**src/rtl/c17_lock_pkg.sv**
```systemverilog
// Shared types and constants for the key-locked c17 pipeline.
// No logic here: FSM state encoding, per-lane key width and the unlocking key value.
package c17_lock_pkg;

  typedef enum logic [1:0] {
    IDLE  = 2'd0,
    LOAD  = 2'd1,
    ARMED = 2'd2
  } state_t;

  localparam int KEY_W = 4;

  // {k3,k2,k1,k0}; restores the original c17 function for a lane
  localparam logic [KEY_W-1:0] CORRECT_KEY = 4'b0100;

endpackage

```
**src/rtl/c17_locked_core.sv**
```systemverilog
// Single-lane key-locked c17 netlist, purely combinational (0 cycles).
// No flow control; the caller registers inputs and outputs.
module c17_locked_core
  import c17_lock_pkg::*;
(
  input  logic             pi1,
  input  logic             pi2,
  input  logic             pi3,
  input  logic             pi6,
  input  logic             pi7,
  input  logic [KEY_W-1:0] key,
  output logic             po22,
  output logic             po23
);

  logic n0, n1, n2, n3, n4, n5, n6, n7, n8;

  assign n0   = ~pi7;
  assign n1   = ~(key[0] ^ n0);
  assign n2   = ~(pi1 & pi3);
  assign n3   = ~(pi3 & pi6);
  assign n4   = n1 & n3;
  assign n5   = n3 & pi2;
  assign n6   = key[2] ^ n4;
  assign n7   = ~(n5 ^ key[1]);
  assign po22 = ~(n2 & n7);
  assign n8   = ~(n7 & n6);
  assign po23 = n8 ^ key[3];

endmodule

```
**src/rtl/c17_locked_pipe.sv**
```systemverilog
// LANES key-locked c17 lanes between input/output registers; serial key load with atomic commit.
// Latency 2 cycles; in_ready drops while a key is loading, in-flight vectors finish with the old key.
module c17_locked_pipe
  import c17_lock_pkg::*;
#(
  parameter int LANES    = 4,
  parameter bit GATE_OUT = 1'b1
) (
  input  logic             clk,
  input  logic             rst_n,
  input  logic             in_valid,
  output logic             in_ready,
  input  logic [LANES-1:0] pi1,
  input  logic [LANES-1:0] pi2,
  input  logic [LANES-1:0] pi3,
  input  logic [LANES-1:0] pi6,
  input  logic [LANES-1:0] pi7,
  input  logic             key_start,
  input  logic             key_bit,
  input  logic             key_valid,
  output logic             key_done,
  output logic             locked,
  output logic             out_valid,
  output logic [LANES-1:0] po22,
  output logic [LANES-1:0] po23
);

  localparam int KW = KEY_W * LANES;
  localparam int CW = $clog2(KW) + 1;

  state_t          state;
  logic [KW-1:0]   key_reg;
  logic [KW-1:0]   shift_reg;
  logic [KW-1:0]   shift_nxt;
  logic [CW-1:0]   bit_cnt;
  logic            accept_bit;
  logic            last_bit;

  assign in_ready   = (state != LOAD);
  assign accept_bit = (state == LOAD) && key_valid && !key_start;
  assign last_bit   = (bit_cnt == CW'(KW - 1));

  // bit_cnt is always below KW while loading, so the truncated index is exact
  always_comb begin
    shift_nxt = shift_reg;
    shift_nxt[bit_cnt[CW-2:0]] = key_bit;
  end

  always_ff @(posedge clk or negedge rst_n) begin
    if (!rst_n) begin
      state     <= IDLE;
      key_reg   <= '0;
      shift_reg <= '0;
      bit_cnt   <= '0;
      locked    <= 1'b1;
      key_done  <= 1'b0;
    end else begin
      key_done <= 1'b0;
      if (key_start) begin
        state     <= LOAD;
        bit_cnt   <= '0;
        shift_reg <= '0;
      end else if (accept_bit) begin
        shift_reg <= shift_nxt;
        bit_cnt   <= bit_cnt + 1'b1;
        if (last_bit) begin
          key_reg  <= shift_nxt;
          key_done <= 1'b1;
          locked   <= 1'b0;
          state    <= ARMED;
        end
      end
    end
  end

  // Stage 1: input capture
  logic             s1_vld;
  logic [LANES-1:0] s1_pi1, s1_pi2, s1_pi3, s1_pi6, s1_pi7;

  always_ff @(posedge clk or negedge rst_n) begin
    if (!rst_n) begin
      s1_vld <= 1'b0;
      s1_pi1 <= '0;
      s1_pi2 <= '0;
      s1_pi3 <= '0;
      s1_pi6 <= '0;
      s1_pi7 <= '0;
    end else begin
      s1_vld <= in_valid && in_ready;
      if (in_valid && in_ready) begin
        s1_pi1 <= pi1;
        s1_pi2 <= pi2;
        s1_pi3 <= pi3;
        s1_pi6 <= pi6;
        s1_pi7 <= pi7;
      end
    end
  end

  logic [LANES-1:0] c22, c23;

  for (genvar l = 0; l < LANES; l++) begin : g_lane
    c17_locked_core u_core (
      .pi1  (s1_pi1[l]),
      .pi2  (s1_pi2[l]),
      .pi3  (s1_pi3[l]),
      .pi6  (s1_pi6[l]),
      .pi7  (s1_pi7[l]),
      .key  (key_reg[KEY_W*l +: KEY_W]),
      .po22 (c22[l]),
      .po23 (c23[l])
    );
  end

  // Stage 2: outputs are zeroed while locked if gating is enabled
  logic gate;
  assign gate = GATE_OUT && locked;

  always_ff @(posedge clk or negedge rst_n) begin
    if (!rst_n) begin
      out_valid <= 1'b0;
      po22      <= '0;
      po23      <= '0;
    end else begin
      out_valid <= s1_vld;
      if (s1_vld) begin
        po22 <= gate ? '0 : c22;
        po23 <= gate ? '0 : c23;
      end
    end
  end

endmodule

```
**config.mk**
```make
export PLATFORM = sky130hd
export DESIGN_NAME = c17_locked_pipe
export DESIGN_NICKNAME = d
export VERILOG_FILES = /design/src/rtl/c17_lock_pkg.sv /design/src/rtl/c17_locked_core.sv /design/src/rtl/c17_locked_pipe.sv
export SDC_FILE = /design/constraint.sdc
export NUM_CORES = 1
export LEC_CHECK = 0
export CORE_UTILIZATION = 41
export DETAILED_ROUTE_END_ITERATION = 7
export HOLD_SLACK_MARGIN = 0.02
export PLACE_DENSITY = 0.57
export SYNTH_ARGS = -nofsm -noshare
export SYNTH_HDL_FRONTEND = slang
export SYNTH_SLANG_ARGS = --single-unit
```
**constraint.sdc**
```tcl
create_clock -name clk -period 5.9 [get_ports clk]
set_input_delay 0.59 -clock clk [delete_from_list [all_inputs] [get_ports clk]]
set_output_delay 0.59 -clock clk [all_outputs]
set_load 0.01 [all_outputs]
```
## After elaboration in Yosys (flattened, before gate mapping)

Cells that the tools add are included.

- Bits in registers: 71
- Input bits: 26
- Output and inout port bits: 12
- Word-level logic and storage cells: 114

- $add $sub $neg: 1
- Magnitude comparators: 2
- Eq/ne operators: 3
- Muxes and demuxes: 15
- Bitwise gates (word level): 69
- Reduce and logical (&&, ||, !) cells: 9

Operators with widths:

| operator | number |
|---|---|
| $mux 16 | 2 |
| $not 1->1 | 29 |
| $and 1x1->1 | 24 |
| $bwmux 16 | 1 |
| $xor 1x1->1 | 16 |
| $mux 5 | 2 |
| $mux 4 | 2 |
| $mux 2 | 3 |
| $add 5x1->5 const B | 1 |
| $eq 5x4->1 const B | 1 |
| $lt 4x5->1 const B | 1 |
| $demux 1 s4 | 1 |
| $ge 4x1->1 const B | 1 |
| $logic_and 1x1->1 | 4 |
| $mux 1 | 4 |
| $reduce_bool 2->1 | 2 |
| $reduce_and 3->1 | 1 |
| $eq 2x1->1 const B | 1 |
| $ne 2x1->1 const B | 1 |
| $reduce_and 2->1 | 1 |
| $logic_not 1->1 | 1 |

## Logic depth before layout (Yosys ltp)

Gate-level depths: netlist of the first run.

- Depth in word-level cells: 9
- Gate-level depth with buffers: 10
- Gate-level depth less buffers: 7

## By module

Synthesis of the first run repeated with hierarchy kept, for this count alone.

- Cells, all modules: 325
- Area, all modules: 3,719.8 µm²

By module, submodules not included:

| module | instances | cells an instance | area each (µm²) | seq. area each (µm²) |
|---|---|---|---|---|
| c17_locked_pipe | 1 | 269 | 3,354.5 | 1,778.0 |
| c17_locked_core | 4 | 14 | 91.3 | 0.0 |

## Worst setup path before layout of the first run

OpenSTA, ideal clock, no wires.

- Kind: flip-flop to flip-flop
- Start: register bit_cnt[0]
- End: register key_reg[2]
- Setup time: 119 ps
- Arrival: 1,792 ps
- Required time: 5,781 ps
- Slack: 3,989 ps
- Stages on the path, launching flop included: 11
- Buffers on the path: 3
- Period minus slack after synthesis: 1,911 ps
- Cell sequence: dfrtp_1 > ha_1 > clkbuf_1 > and3_1 > ha_1 > nand2_1 > or2_1 > buf_6 > buf_6 > nand2_1 > o21ai_2

- Word-level cells in the longest chain between the ends: 5
- Elaborated cells on any way between the ends: 8
- Classes of those cells: order compare (2); eq/ne (1); mux (3); reduce/logical (2)

RTL lines:

| item | RTL line | source |
|---|---|---|
| from (decl) | c17_locked_pipe.sv:35 | `logic [CW-1:0] bit_cnt;` |
| from (signal assigned) | c17_locked_pipe.sv:65 | `bit_cnt <= bit_cnt + 1'b1;` |
| $lt 4x5->1 (not written as such) or $ge 4x1->1 (tied branches) | c17_locked_pipe.sv:46 | `shift_nxt[bit_cnt[CW-2:0]] = key_bit;` |
| $logic_and 1x1->1 (not written as such) | c17_locked_pipe.sv:46 |  |
| $mux 1 (not written as such) | c17_locked_pipe.sv:46 |  |
| $demux 1 s4 | c17_locked_pipe.sv:46 |  |
| $bwmux 16 | c17_locked_pipe.sv:46 |  |
| to (signal assigned) | c17_locked_pipe.sv:67 | `key_reg <= shift_nxt;` |
| to (decl) | c17_locked_pipe.sv:32 | `logic [KW-1:0] key_reg;` |

Several ways; a longest one is shown, not always the timed one.
A chain may end at the register's enable or synchronous reset.

## Final worst setup path of the first run

- Start: input key_valid
- End: register key_reg[12]

- Word-level cells in the longest chain between the ends: 3

RTL lines:

| item | RTL line | source |
|---|---|---|
| from (decl) | c17_locked_pipe.sv:20 | `input logic key_valid,` |
| $logic_and 1x1->1 (2 in a row) | c17_locked_pipe.sv:40 | `assign accept_bit = (state == LOAD) && key_valid && !key_start;` |
| $reduce_and 3->1 (no line) | - |  |

Every way passes these cells.

==> results of run 1 <==
==> path summary, 6_finish.rpt <==
kind                                        start  depth (start not counted)                       to
hold reg to reg            key_reg[6]$_DFFE_PN0P_                          2   key_reg[6]$_DFFE_PN0P_
min in group clk           key_reg[6]$_DFFE_PN0P_                          2   key_reg[6]$_DFFE_PN0P_
max in group asynchronous                   rst_n                          2    s1_pi2[0]$_DFFE_PN0P_
setup reg to reg           bit_cnt[0]$_DFFE_PN0P_                          8  key_reg[12]$_DFFE_PN0P_
setup / recovery                        key_valid                          7  key_reg[12]$_DFFE_PN0P_
hold / removal                              rst_n                          2    s1_pi6[2]$_DFFE_PN0P_
==> metal layers <==
metal / part of all wire [%] / GRT usage [%] / up-vias
met5: 0 / 0 / -
met4: 1.4 / 5.128 / 0
met3: 4.3 / 5.122 / 6
met2: 43 / 24.08 / 45
met1: 51 / 22.37 / 1048
li1: - / - / 1162
==> kinds of logic after synthesis <==
kind of cell             synth area share, %
adder cells (fa/ha/maj)                1.836
AND/OR/NAND/NOR                        12.11
multiplexers                           12.78
XOR/XNOR                               3.854
buffers and inverters                  5.397
flip-flops                             52.17
AO/OA/AOI/OAI                          11.86
==> synth_stat cells, types with 9 or more instances <==
library cell	instances	area share [%]
nor2_1	16	1.8
mux2_2	20	6.6
a21oi_1	21	3.1
clkbuf_1	10	1.1
o21ai_2	13	3.3
dfrtp_1	70	51
nand4_1	9	1.7
o21ai_0	15	2.2
mux2i_1	21	6.2
buf_2	9	1.3
xor2_1	10	2.6
nand2_1	39	4.3
inv_1	13	1.4
==> through the flow <==
| stage | instances | area [µm²] | setup WS, ns |
|---|---|---|---|
| detailed placement | 441 | 3781 | 3.202 |
| finish | 457 | 4004 | 3.552 |
| global route | 457 | 4004 | 3.352 |
| CTS | 457 | 4004 | 3.557 |
| global placement | 441 | 3781 | 3.226 |
| floorplan | 324 | 3408 | 3.989 |
==> layout make-up <==
| class | count | area (µm²) |
|---|---|---|
| inverters | 13 | 48.80 |
| fillers | 731 | 3884 |
| flip-flops and latches | 71 | 1778 |
| clock buffers | 11 | 141.4 |
| repair buffers | 39 | 380.4 |
| clock inverters | 5 | 81.33 |
| multi-input cells | 216 | 1446 |
| well taps | 102 | 127.6 |
==> power groups by stage <==
stage               sequential [mW]  combinational [mW]  clock, mW
finish                        0.519               0.102      0.432
floorplan                     0.528              0.0550          0
CTS                           0.519               0.104      0.442
detailed placement            0.528               0.104          0
global route                  0.522               0.115      0.465
global placement              0.528               0.103          0
==> metrics.txt, run 1 <==
commonest cells after routing, fill and taps aside=dfrtp_1, nand2_1, clkdlybuf4s50_1; RSZ-0062 raised after global routing=false; Period minus WS final=2.348 ns; share of total power in combinational logic=9.7%; GRT Util Overall=between 10% and 20%; Post-synth EDFFs=0; hpwl dp=between 4 and 5 mm; Hold Crit Class=primary input to asynchronous set/reset pin; diodes inserted=0; core area=7888 µm²; Net Sw Power=0.2454 mW; root buf cell=clkbuf_8; Worst Tran Pin Value=1.073 ns; Avg Cell Area, Syn=~11 µm²; Pre-Repair DR Iteration Count=4; CP required=6.13 ns; Total Power=~1.1 mW; status=finished, final reports clean; # IOs=38; Slew headroom=28.26%; CP Buf/Inv Count=2; final hold vios=0; H-tree Lvls=3; sequential fraction of design power=about half; CP Class=primary input to register; CP dominant cell by count=nand2_1; crit path DAT=2.57 ns; initial core utilization=43.21%; first-pass GRT wire length=10.78 mm; # hold bufs at CTS=0; Final Max Tran Viols=0; fmax=425.8 MHz; syn_nets=355; largest net degree at the start of global routing=72; CP max-delay cell=and3b_1; top_reg_cell synth=dfrtp_1; crit path cell chain=clkdlybuf4s50_1 > and3b_1 > nand2_1 > or2_1 > buf_4 > nand2_1 > o21ai_2; final RePlAce weighted congestion=0.8242; Max Cap Viol=0; vias in the first global route=2230; gr ovfl total=0; Syn Inst Count=324; die area=8682 µm²; Layout area overhead=17.47%; final-report setup violation count=0; Clock Pin Slew Worst Setup and Hold Paths=about 0.07 ns; worst hold slack=0.4330 ns; maximum fanout along the worst path=34; drc violations=0; vias per inst=a little under 5; Sw Share=23.32%; IO Port Bufs=37; Clock Power Share=41.0%; wire length per cell=13.61 µm; cts bufs inserted=9; row count=32; Async SR Flop Fraction=100.0%; TritonCTS clock tree=built; Worst VDD drop=between 0.0001 and 0.00015 V; die height=93.18 µm; initial antenna violation count=0; YS warnings=0; DR vias=2261; period utilization=39.80%; post-synth design cell area=3408 µm²; final net count=381; Longest Clk Path Bufs=2; internal power=0.8070 mW; Pleak=1.873 nW; Worst path max stage delay=approximately 0.70 ns; setup bufs post-CTS=0; crit start category=primary input; Setup crit end kind=register; TritonCTS Sinks=71; worst skew pair latency=~0.35 ns; Util after Layout=50.76%; Synth cell types=31; reg2reg setup slack=3.78 ns; #FFs+latches synth=71; P per Cell Area=around 260 nW/µm²; CP delay by family, top=simple AND/OR/NAND/NOR gates; Die W=93.18 µm; layout cells sized above 1=14.65%; WL final=between 6 and 7 mm; Seq/Total Area, Yosys=52.17%; Final ANT Viol Nets=0; post-CTS sizing=0; clock skew=0.006850 ns; setup TNS=0 ns; First DRT Iteration DRCs=102; commonest non-fill, non-tap cell in the layout=dfrtp_1
Power figures use the tool's default switching activity.
==> run 2, diff against run 1 <==
clock period = 2.2 ns   (was 5.9 ns; I/O delays follow)
==> run 2 against run 1 <==
Clock skew about the same. Sequential cell count unchanged. Setup slack got worse by 3.2 ns. Worst hold slack improved by 0.010 ns. Count of clock-buffer cells in the layout is the same. Critical endpoint is now key_reg[8]$_DFFE_PN0P_. Clock power grew to 2.5 times the previous value. First-iteration DRC count decreased by 12%. Non-clock buffer count grew 9.
==> metrics.txt, run 2 (synthesis gave the netlist of run 1 again) <==
status=finished, final reports clean; final instance area=~4000 µm²; fmax=around 550 MHz; commonest non-fill, non-tap cell in the layout=dfrtp_1; Util after Layout=51.62%; diodes inserted=0; IO Port Bufs=37; initial core utilization=43.21%; core area=7888 µm²; cts bufs inserted=9; share of total power in combinational logic=about 10%; sequential fraction of design power=approximately 51%; Worst VDD drop=0.0003432 V; internal power=2.085 mW; Max Cap Viol=0; filler instances=around 760; crit path DAT=2.06 ns; Die W=93.18 µm; Pre-Repair DR Iteration Count=4; Setup crit end kind=register; first-pass GRT wire length=~11 mm; period utilization=between 80 and 90%; CP delay by family, top=simple AND/OR/NAND/NOR gates; clock skew=0.006896 ns; row count=32; Worst Tran Pin Value=0.5493 ns; DR vias=about 2300; die area=8682 µm²; non-filler cells in the finished layout=466; crit start category=register; Area after DPL=a little under 4000 µm²; hpwl dp=between 4 and 5 mm; setup TNS=0 ns; initial antenna violation count=0; Clock Pin Slew Worst Setup and Hold Paths=0.08 ns; P per Cell Area=676.6 nW/µm²; root buf cell=clkbuf_8; Final Max Tran Viols=0; CP Class=register to register; TritonCTS Sinks=71; final net count=between 300 and 400; maximum fanout along the worst path=34; Final ANT Viol Nets=0; GRT Util Overall=17.15%; Worst path max stage delay=~0.43 ns; final-report setup violation count=0; Hold Crit Class=primary input to asynchronous set/reset pin; Slew headroom=63.31%; wire length per cell=around 14 µm; setup bufs post-CTS=0; post-CTS sizing=0; CP Buf/Inv Count=1; vias in the first global route=~2300; Longest Clk Path Bufs=2; # hold bufs at CTS=1; Pleak=1.920 nW; layout cells sized above 1=approximately 17%; post-placement cell count=about 450; CP max-delay cell=dfrtp_1; TritonCTS clock tree=built; WL final=6.525 mm; First DRT Iteration DRCs=90; drc violations=0; Clock Power Share=39.2%; Layout area overhead=19.46%; CP required=roughly 2.4 ns; # IOs=38; Period minus WS final=1.827 ns; final RePlAce weighted congestion=0.7682; vias per inst=4.987; final hold vios=0; RSZ-0062 raised after global routing=false; commonest cells after routing, fill and taps aside=dfrtp_1, nand2_1, clkdlybuf4s50_1; gr ovfl total=0; largest net degree at the start of global routing=38; crit path cell chain=ha_1 > and3_1 > ha_1 > nand2_1 > or2_1 > buf_12 > nand2_1 > o21ai_2; worst skew pair latency=around 0.35 ns; H-tree Lvls=3; Sw Share=24.32%; die height=93.18 µm; Net Sw Power=0.6700 mW
run 2: per-stage QoR:
step	worst slack (ns)	hold slack, ns	power [mW]
6_report	0.3733	0.4432	2.755
4_1_cts	0.3586	0.4595	2.790
5_1_grt	0.2566	0.4700	2.894
2_1_floorplan	0.2888	-0.07559	1.562
3_5_place_dp	0.3791	0.2980	1.704
3_3_place_gp	0.4020	0.2988	1.699
run 2: final timing paths:
path                       slack (ns)  depth (start not counted)                      to                    from
min in group clk                 0.48                          2   s1_pi6[2]$_DFFE_PN0P_                  pi6[2]
hold reg to reg                  0.50                          1   s1_pi2[3]$_DFFE_PN0P_   s1_pi2[3]$_DFFE_PN0P_
max in group asynchronous        1.39                          3      locked$_DFFE_PN1P_                   rst_n
setup reg to reg                 0.37                          8  key_reg[8]$_DFFE_PN0P_  bit_cnt[0]$_DFFE_PN0P_
hold / removal                   0.44                          3   s1_pi6[2]$_DFFE_PN0P_                   rst_n
setup / recovery                 0.37                          8  key_reg[8]$_DFFE_PN0P_  bit_cnt[0]$_DFFE_PN0P_
run 2: final cells by class:
class                      instances  area (µm²)  area share, %
sequential                        71        1778          43.67
clock buffer                      11       151.4          3.718
tap                              102       127.6          3.135
inverter                          13       48.80          1.199
multi-input combinational        216        1446          35.53
clock inverter                     5       56.30          1.383
timing repair buffer              48       462.9          11.37
run 2: power by group through the flow:
stage	Sequential, mW	Combinational, mW	Clock, mW
after floorplan	1.41	0.148	0
after global placement	1.41	0.285	0
after detailed placement	1.42	0.288	0
after CTS	1.39	0.290	1.11
after global routing	1.40	0.319	1.18
final	1.39	0.284	1.08
run 2: layer usage:
metal  share of wire [%]  wire, µm  track usage (%)
met3                 4.5       294            4.472
met1                  51      3338            24.60
met2                  43      2784            24.33
met5                   0         0                0
met4                 1.6       107            7.308
run 2: worst reg2reg max path: cells and delay by family, from the launching register on:
| family | cells | cell delay (ns) |
|---|---|---|
| and+or+nand+nor | 4 | 0.66 |
| DFF | 1 | 0.43 |
| adders and majority gates | 2 | 0.39 |
| buffers and inverters | 1 | 0.18 |
| AOI/OAI and AO/OA | 1 | 0.05 |
